### src/rtl/lane_npu_pkg.sv
// Shared types and constants for the lane-detect NPU host-side blocks.
// Pure declarations: no latency and no flow control.
// Defines the row geometry, the timeout marker, the streamer state enum and the result record.
package lane_npu_pkg;

    localparam int ROW_LEN = 32;
    localparam int DATA_W  = 8;

    localparam logic [DATA_W-1:0] TIMEOUT_CENTER = 8'hFF;

    typedef enum logic [2:0] {
        ST_IDLE,
        ST_START,
        ST_SEND,
        ST_WAIT_DONE,
        ST_RESULT
    } streamer_state_t;

    typedef struct packed {
        logic [DATA_W-1:0] center;
        logic [DATA_W-1:0] confidence;
        logic              timeout;
    } result_t;

endpackage

### src/rtl/row_buffer.sv
// One pixel row: ROW_LEN x DATA_W register file.
// Write lands on the next clk edge; read is combinational.
// No backpressure: out-of-range write addresses are discarded.
module row_buffer #(
    parameter int ROW_LEN = 32,
    parameter int DATA_W  = 8,
    localparam int AW     = $clog2(ROW_LEN)
) (
    input  logic              clk,
    input  logic              we,
    input  logic [AW-1:0]     waddr,
    input  logic [DATA_W-1:0] wdata,
    input  logic [AW-1:0]     raddr,
    output logic [DATA_W-1:0] rdata
);

    logic [DATA_W-1:0] mem [ROW_LEN];

    // Contents are deliberately not reset; the host reloads rows as needed.
    always_ff @(posedge clk) begin
        if (we && (32'(waddr) < 32'(ROW_LEN))) begin
            mem[waddr] <= wdata;
        end
    end

    assign rdata = mem[raddr];

endmodule

### src/rtl/pixel_row_streamer.sv
// Streams a host-loaded pixel row into the lane-detect controller and captures its result.
// go -> start pulse next cycle, bytes follow back-to-back; done -> res_valid one cycle later.
// Result held on res_valid until res_ready; go/loads ignored while busy. Pacing gaps: PIXEL_STREAM_PACE_EN.
module pixel_row_streamer #(
    parameter int ROW_LEN        = 32,
    parameter int DATA_W         = 8,
    parameter int TIMEOUT_CYCLES = 1024,
    parameter int PACE_GAP       = 1,
    localparam int AW            = $clog2(ROW_LEN)
) (
    input  logic              clk,
    input  logic              rst,
    input  logic              load_we,
    input  logic [AW-1:0]     load_addr,
    input  logic [DATA_W-1:0] load_data,
    input  logic              go,
    output logic              busy,
    output logic              ctl_start,
    output logic [DATA_W-1:0] ctl_rx_data,
    output logic              ctl_rx_valid,
    input  logic              ctl_done,
    input  logic [DATA_W-1:0] ctl_center,
    input  logic [DATA_W-1:0] ctl_confidence,
    output logic              res_valid,
    input  logic              res_ready,
    output logic [DATA_W-1:0] res_center,
    output logic [DATA_W-1:0] res_confidence,
    output logic              res_timeout
);

    import lane_npu_pkg::*;

    localparam int CNT_W = (TIMEOUT_CYCLES > 1) ? $clog2(TIMEOUT_CYCLES) : 1;
    localparam logic [AW-1:0]    LAST_IDX = AW'(ROW_LEN - 1);
    localparam logic [CNT_W-1:0] TO_LAST  = CNT_W'(TIMEOUT_CYCLES - 1);

    streamer_state_t   state;
    logic [AW-1:0]     idx;
    logic [CNT_W-1:0]  wait_cnt;
    result_t           res_q;
    logic [AW-1:0]     rd_addr;
    logic [DATA_W-1:0] rd_data;
    logic              wr_en;

`ifdef PIXEL_STREAM_PACE_EN
    localparam int GAP_W = (PACE_GAP > 1) ? $clog2(PACE_GAP) : 1;
    logic [GAP_W-1:0] gap_cnt;
`else
    logic unused_pace;
    assign unused_pace = ^PACE_GAP;
`endif

    // Loads are blocked for the whole transfer so the row cannot change under the stream.
    assign wr_en   = load_we && !busy;
    // Look one byte ahead: the registered rx_data output is loaded with the next byte.
    assign rd_addr = (state == ST_SEND) ? idx + AW'(1) : '0;

    row_buffer #(
        .ROW_LEN (ROW_LEN),
        .DATA_W  (DATA_W)
    ) u_row_buffer (
        .clk   (clk),
        .we    (wr_en),
        .waddr (load_addr),
        .wdata (load_data),
        .raddr (rd_addr),
        .rdata (rd_data)
    );

    always_ff @(posedge clk) begin
        if (rst) begin
            state        <= ST_IDLE;
            idx          <= '0;
            wait_cnt     <= '0;
            res_q        <= '0;
            busy         <= 1'b0;
            ctl_start    <= 1'b0;
            ctl_rx_data  <= '0;
            ctl_rx_valid <= 1'b0;
            res_valid    <= 1'b0;
`ifdef PIXEL_STREAM_PACE_EN
            gap_cnt      <= '0;
`endif
        end else begin
            case (state)
                ST_IDLE: begin
                    if (go) begin
                        state     <= ST_START;
                        ctl_start <= 1'b1;
                        busy      <= 1'b1;
                        idx       <= '0;
                    end
                end

                // The controller enters receive one cycle after start, so byte 0 goes out next.
                ST_START: begin
                    ctl_start    <= 1'b0;
                    ctl_rx_valid <= 1'b1;
                    ctl_rx_data  <= rd_data;
                    idx          <= '0;
                    state        <= ST_SEND;
                end

                ST_SEND: begin
`ifdef PIXEL_STREAM_PACE_EN
                    if (!ctl_rx_valid) begin
                        if (gap_cnt == '0) begin
                            ctl_rx_valid <= 1'b1;
                            ctl_rx_data  <= rd_data;
                            idx          <= idx + AW'(1);
                        end else begin
                            gap_cnt <= gap_cnt - GAP_W'(1);
                        end
                    end else if (idx == LAST_IDX) begin
                        ctl_rx_valid <= 1'b0;
                        idx          <= '0;
                        wait_cnt     <= '0;
                        state        <= ST_WAIT_DONE;
                    end else if (PACE_GAP == 0) begin
                        ctl_rx_data <= rd_data;
                        idx         <= idx + AW'(1);
                    end else begin
                        ctl_rx_valid <= 1'b0;
                        gap_cnt      <= GAP_W'(PACE_GAP - 1);
                    end
`else
                    if (idx == LAST_IDX) begin
                        ctl_rx_valid <= 1'b0;
                        idx          <= '0;
                        wait_cnt     <= '0;
                        state        <= ST_WAIT_DONE;
                    end else begin
                        ctl_rx_data <= rd_data;
                        idx         <= idx + AW'(1);
                    end
`endif
                end

                // A done arriving on the expiry cycle still carries real data, so it wins.
                ST_WAIT_DONE: begin
                    if (ctl_done) begin
                        res_q     <= '{center: ctl_center, confidence: ctl_confidence, timeout: 1'b0};
                        res_valid <= 1'b1;
                        wait_cnt  <= '0;
                        state     <= ST_RESULT;
                    end else if (wait_cnt == TO_LAST) begin
                        res_q     <= '{center: TIMEOUT_CENTER, confidence: '0, timeout: 1'b1};
                        res_valid <= 1'b1;
                        wait_cnt  <= '0;
                        state     <= ST_RESULT;
                    end else begin
                        wait_cnt <= wait_cnt + CNT_W'(1);
                    end
                end

                ST_RESULT: begin
                    if (res_ready) begin
                        res_valid <= 1'b0;
                        busy      <= 1'b0;
                        state     <= ST_IDLE;
                    end
                end

                default: begin
                    state <= ST_IDLE;
                end
            endcase
        end
    end

    assign res_center     = res_q.center;
    assign res_confidence = res_q.confidence;
    assign res_timeout    = res_q.timeout;

endmodule

### config.mk
export PLATFORM = sky130hd
export DESIGN_NAME = pixel_row_streamer
export DESIGN_NICKNAME = d
export VERILOG_FILES = /design/src/rtl/lane_npu_pkg.sv /design/src/rtl/row_buffer.sv /design/src/rtl/pixel_row_streamer.sv
export SDC_FILE = /design/constraint.sdc
export NUM_CORES = 1
export LEC_CHECK = 0
export CELL_PAD_IN_SITES_DETAIL_PLACEMENT = 1
export CELL_PAD_IN_SITES_GLOBAL_PLACEMENT = 2
export CORE_ASPECT_RATIO = 1.5
export CORE_MARGIN = 2
export CORE_UTILIZATION = 43
export CTS_CLUSTER_DIAMETER = 100
export DETAILED_ROUTE_END_ITERATION = 16
export GPL_TIMING_DRIVEN = 0
export PLACE_DENSITY_LB_ADDON = 0.1
export SETUP_SLACK_MARGIN = 0.15
export SLEW_MARGIN = 20
export SYNTH_ARGS = -nofsm -noshare
export SYNTH_HDL_FRONTEND = slang
export SYNTH_SLANG_ARGS = --single-unit
### constraint.sdc
create_clock -name clk -period 2.94 [get_ports clk]
set_input_delay 0.588 -clock clk [delete_from_list [all_inputs] [get_ports clk]]
set_output_delay 0.588 -clock clk [all_outputs]
set_load 0.1 [all_outputs]
==> metrics.md <==
| Metric | Value |
|---|---|
| Min Hold Slack | 0.459 ns |
| # Max-Cap Violations | 0 |
| Status | complete, no violations |
| Maximum number of pins on one net before global-route repair | 33 |
| Share of the yosys chip area belonging to registers | 0.717 |
| First DRT Iteration DRCs | 405 |
| Mapped Cells | 815 |
| Max stage delay cell, worst path | or4b_4 |
| P&R area growth vs syn | 16.5% |
| Fillers | 2731 |
| Post-DP HPWL | 22.9 mm |
| Clock Skew | 0.0181 ns |
| Post-synth top area share | 0.638 |
| Slew HR | 0.307 |
| CP dominant cell by count | buf_6 |
| Hold Crit Class | reg2reg |
| H-tree levels | 1 |
| Synth cell types | 56 |
| Min cycle time layout | 2.71 ns |
| Register Area | 8630 sq um |
| Ys flop type | edfxtp_1 |
| Layout cells sized above 1 | 0.112 |
| Top cells by area, synth | edfxtp_1 64%, dfxtp_1 7.8%, mux2i_1 6.9% |
| Commonest non-fill, non-tap cell in the layout | edfxtp_1 |
| CTS Buf Count | 28 |
| Number of routed nets with antenna violations | 0 |
| Avg Synthesized Cell Area | 14.8 sq um |
| DRC Markers | 0 |
| Port bufs | 62 |
| PwrDens | 684 nW/um^2 |
| RSZ-0062 raised after global routing | yes |
| Hold buffer count at cts | 0 |
| Root cell of the clock tree | clkbuf_16 |
| Worst Path Arrival | 3.15 ns |
| Worst-skew pair later-pin latency | 0.56 ns |
| Syn Nets | 853 |
| Max-slew violations | 0 |
| Vias | 7345 |
| Setup tns final | 0 ns |
| GPL Wtd Cong | 0.857 |
| Worst slew pin tran | 1.04 ns |
| Nets | 946 |
| WS Path Type | reg2reg |
| Clock Tree Buf Depth | 3 |
| Crit Path Max Fanout | 10 |
| Num ports | 64 |
| Max incr delay on CP | 0.52 ns |
| Die W | 141 microns |
| Peak Freq | 0.369 GHz |
| Vias in the first global route | 7967 |
| WL/cell | 25.2 microns |
| CTS tree | done |
| Yosys reg bits | 303 |
| Startpoint types | flop |
| Crit. End Element | flop |
| Synthesis Warnings | 0 |
| Starting density of the core | 0.434 |
| Fin. Hold Viols | 0 |
| Cell Area, Synth | 12000 sq um |
| First-pass GRT wire length | 48.3 mm |
| Post-synth EDFFs | 256 |
| Final WL | 32.1 mm |
| CP required | 3.38 ns |
| DIE AREA | 29400 sq um |
| Initial antenna violation count | 1 |
| Pre-Repair DR Iteration Count | 5 |
| Most frequent cells in the layout | 256 x edfxtp_1, 84 x nor2_1, 83 x mux2i_1, 53 x clkdlybuf4s50_1, 47 x dfxtp_1 |
| Grt total ovfl | 0 |
| Power consumption | 9.60 mW |
| # rows | 75 |
| Critical Path, Cell by Cell | buf_6 > or4b_4 > buf_6 > buf_6 > buf_4 > mux2i_1 > o22ai_1 > o21ai_1 > nand4_1 > o211a_1 |
| Die H | 209 microns |
| Gr usage total | 0.220 |
| Final Cycle Share | 0.923 |
| Core Region | 27800 sq um |
| Async SR Flop Fraction | 0 |
| Vias/cell | 5.76 |
| Multi-input combinational cell area | 3230 sq um |
| VDD IR max | 0.471 mV |
| Clock transition at path regs | 0.07 ns |
| # setup viols final | 0 |
| Ant. Diodes | 0 |
| Yosys top cell by area | edfxtp_1 |
| Leak | 4.69 nW |
| Clock sinks | 303 |
## synth_stat cells (3+ instances only)
library cell  instances
buf_1                 7
o211ai_1              5
o22ai_1              33
a21oi_1              24
buf_2                 7
nor2b_1               5
a22oi_1              10
nor3_1                9
ha_1                  3
a211oi_1             10
nand3_1              20
xnor2_1               3
nand2_1              31
clkbuf_1             24
nor2_1               85
buf_6                 5
mux4_2                9
mux2i_1              83
and3_1                6
nand4_1               8
nand3b_1             10
o21ai_0              35
a31oi_1               6
or3_1                 4
o211ai_2              4
o211a_1               6
inv_1                10
dfxtp_1              47
o221ai_1             20
edfxtp_1            256
## metal layers
layer,share of wire,up-vias,track usage
li1,-,3374,-
met1,0.38,3739,0.252
met2,0.54,164,0.414
met3,0.038,66,0.0268
met4,0.037,2,0.0879
met5,0.00050,-,0
## registers in the layout (all words and copies together), names as in the netlist, 3 cells and up
signal            count
u_row_buffer.mem    256
wait_cnt             10
ctl_rx_data           8
res_center            8
res_confidence        8
idx                   5
state                 3
## final cells by class
| class | count | share of cell area |
|---|---|---|
| Sequential cell | 303 | 0.615 |
| Inverter | 11 | 0.00294 |
| Buffer | 44 | 0.0171 |
| Tap cell | 346 | 0.0309 |
| Clock buffer | 41 | 0.0585 |
| Multi-Input combinational cell | 457 | 0.230 |
| Timing Repair Buffer | 63 | 0.0421 |
| Clock inverter | 11 | 0.00374 |
## power breakdown
part           internal [mW]  switching [mW]
clock                   1.93            1.53
combinational          0.446           0.929
sequential              4.73          0.0435
## logic make-up after synthesis
group | count (synthesis) | synth area share
adders and majority gates | 3 | 0.00312
muxes | 93 | 0.0868
DFF | 303 | 0.717
and+or+nand+nor | 192 | 0.0766
xor gates and xnor gates | 4 | 0.00291
buffers and inverters | 55 | 0.0213
AOI/OAI and AO/OA | 165 | 0.0928
## critical path, delay by kind of cell, from the launching register on
family,cells,cell delay [ns]
multiplexers,1,0.16
AO/OA/AOI/OAI,3,0.63
AND/OR/NAND/NOR,2,0.74
buffers and inverters,4,0.71
flip-flops,1,0.32
## worst paths after layout
| path | startpoint | to | slack, ns | cells past startpoint |
|---|---|---|---|---|
| hold / removal | res_center[4]$_SDFFE_PP0P_ | res_center[4]$_SDFFE_PP0P_ | 0.46 | 2 |
| hold reg to reg | res_center[4]$_SDFFE_PP0P_ | res_center[4]$_SDFFE_PP0P_ | 0.46 | 2 |
| setup reg to reg | idx[0]$_SDFFE_PP0P_ | ctl_rx_data[1]$_SDFFE_PP0P_ | 0.23 | 10 |
| setup / recovery | idx[0]$_SDFFE_PP0P_ | ctl_rx_data[1]$_SDFFE_PP0P_ | 0.23 | 10 |
## stage by stage
| stage | util | area [sq um] | instances | setup slack (ns) |
|---|---|---|---|---|
| after floorplan | - | 12000 | 815 | 0.390 |
| after CTS | 0.505 | 14000 | 1276 | 0.158 |
| after detailed placement | 0.471 | 13100 | 1223 | -0.684 |
| after global placement | 0.471 | 13100 | 1223 | -0.571 |
| after global routing | 0.505 | 14000 | 1276 | 0.140 |
| final | 0.505 | 14000 | 1276 | 0.227 |
## what timing repair did
item / CTS / global route
hold endpoints to repair: 0 / 0
pin swaps: 1 / 1
resized for setup: 27 / 16
endpoints found under the setup margin: 8 / 9
buffers inserted: 1 / 0
(Power assumes the default switching activity.)
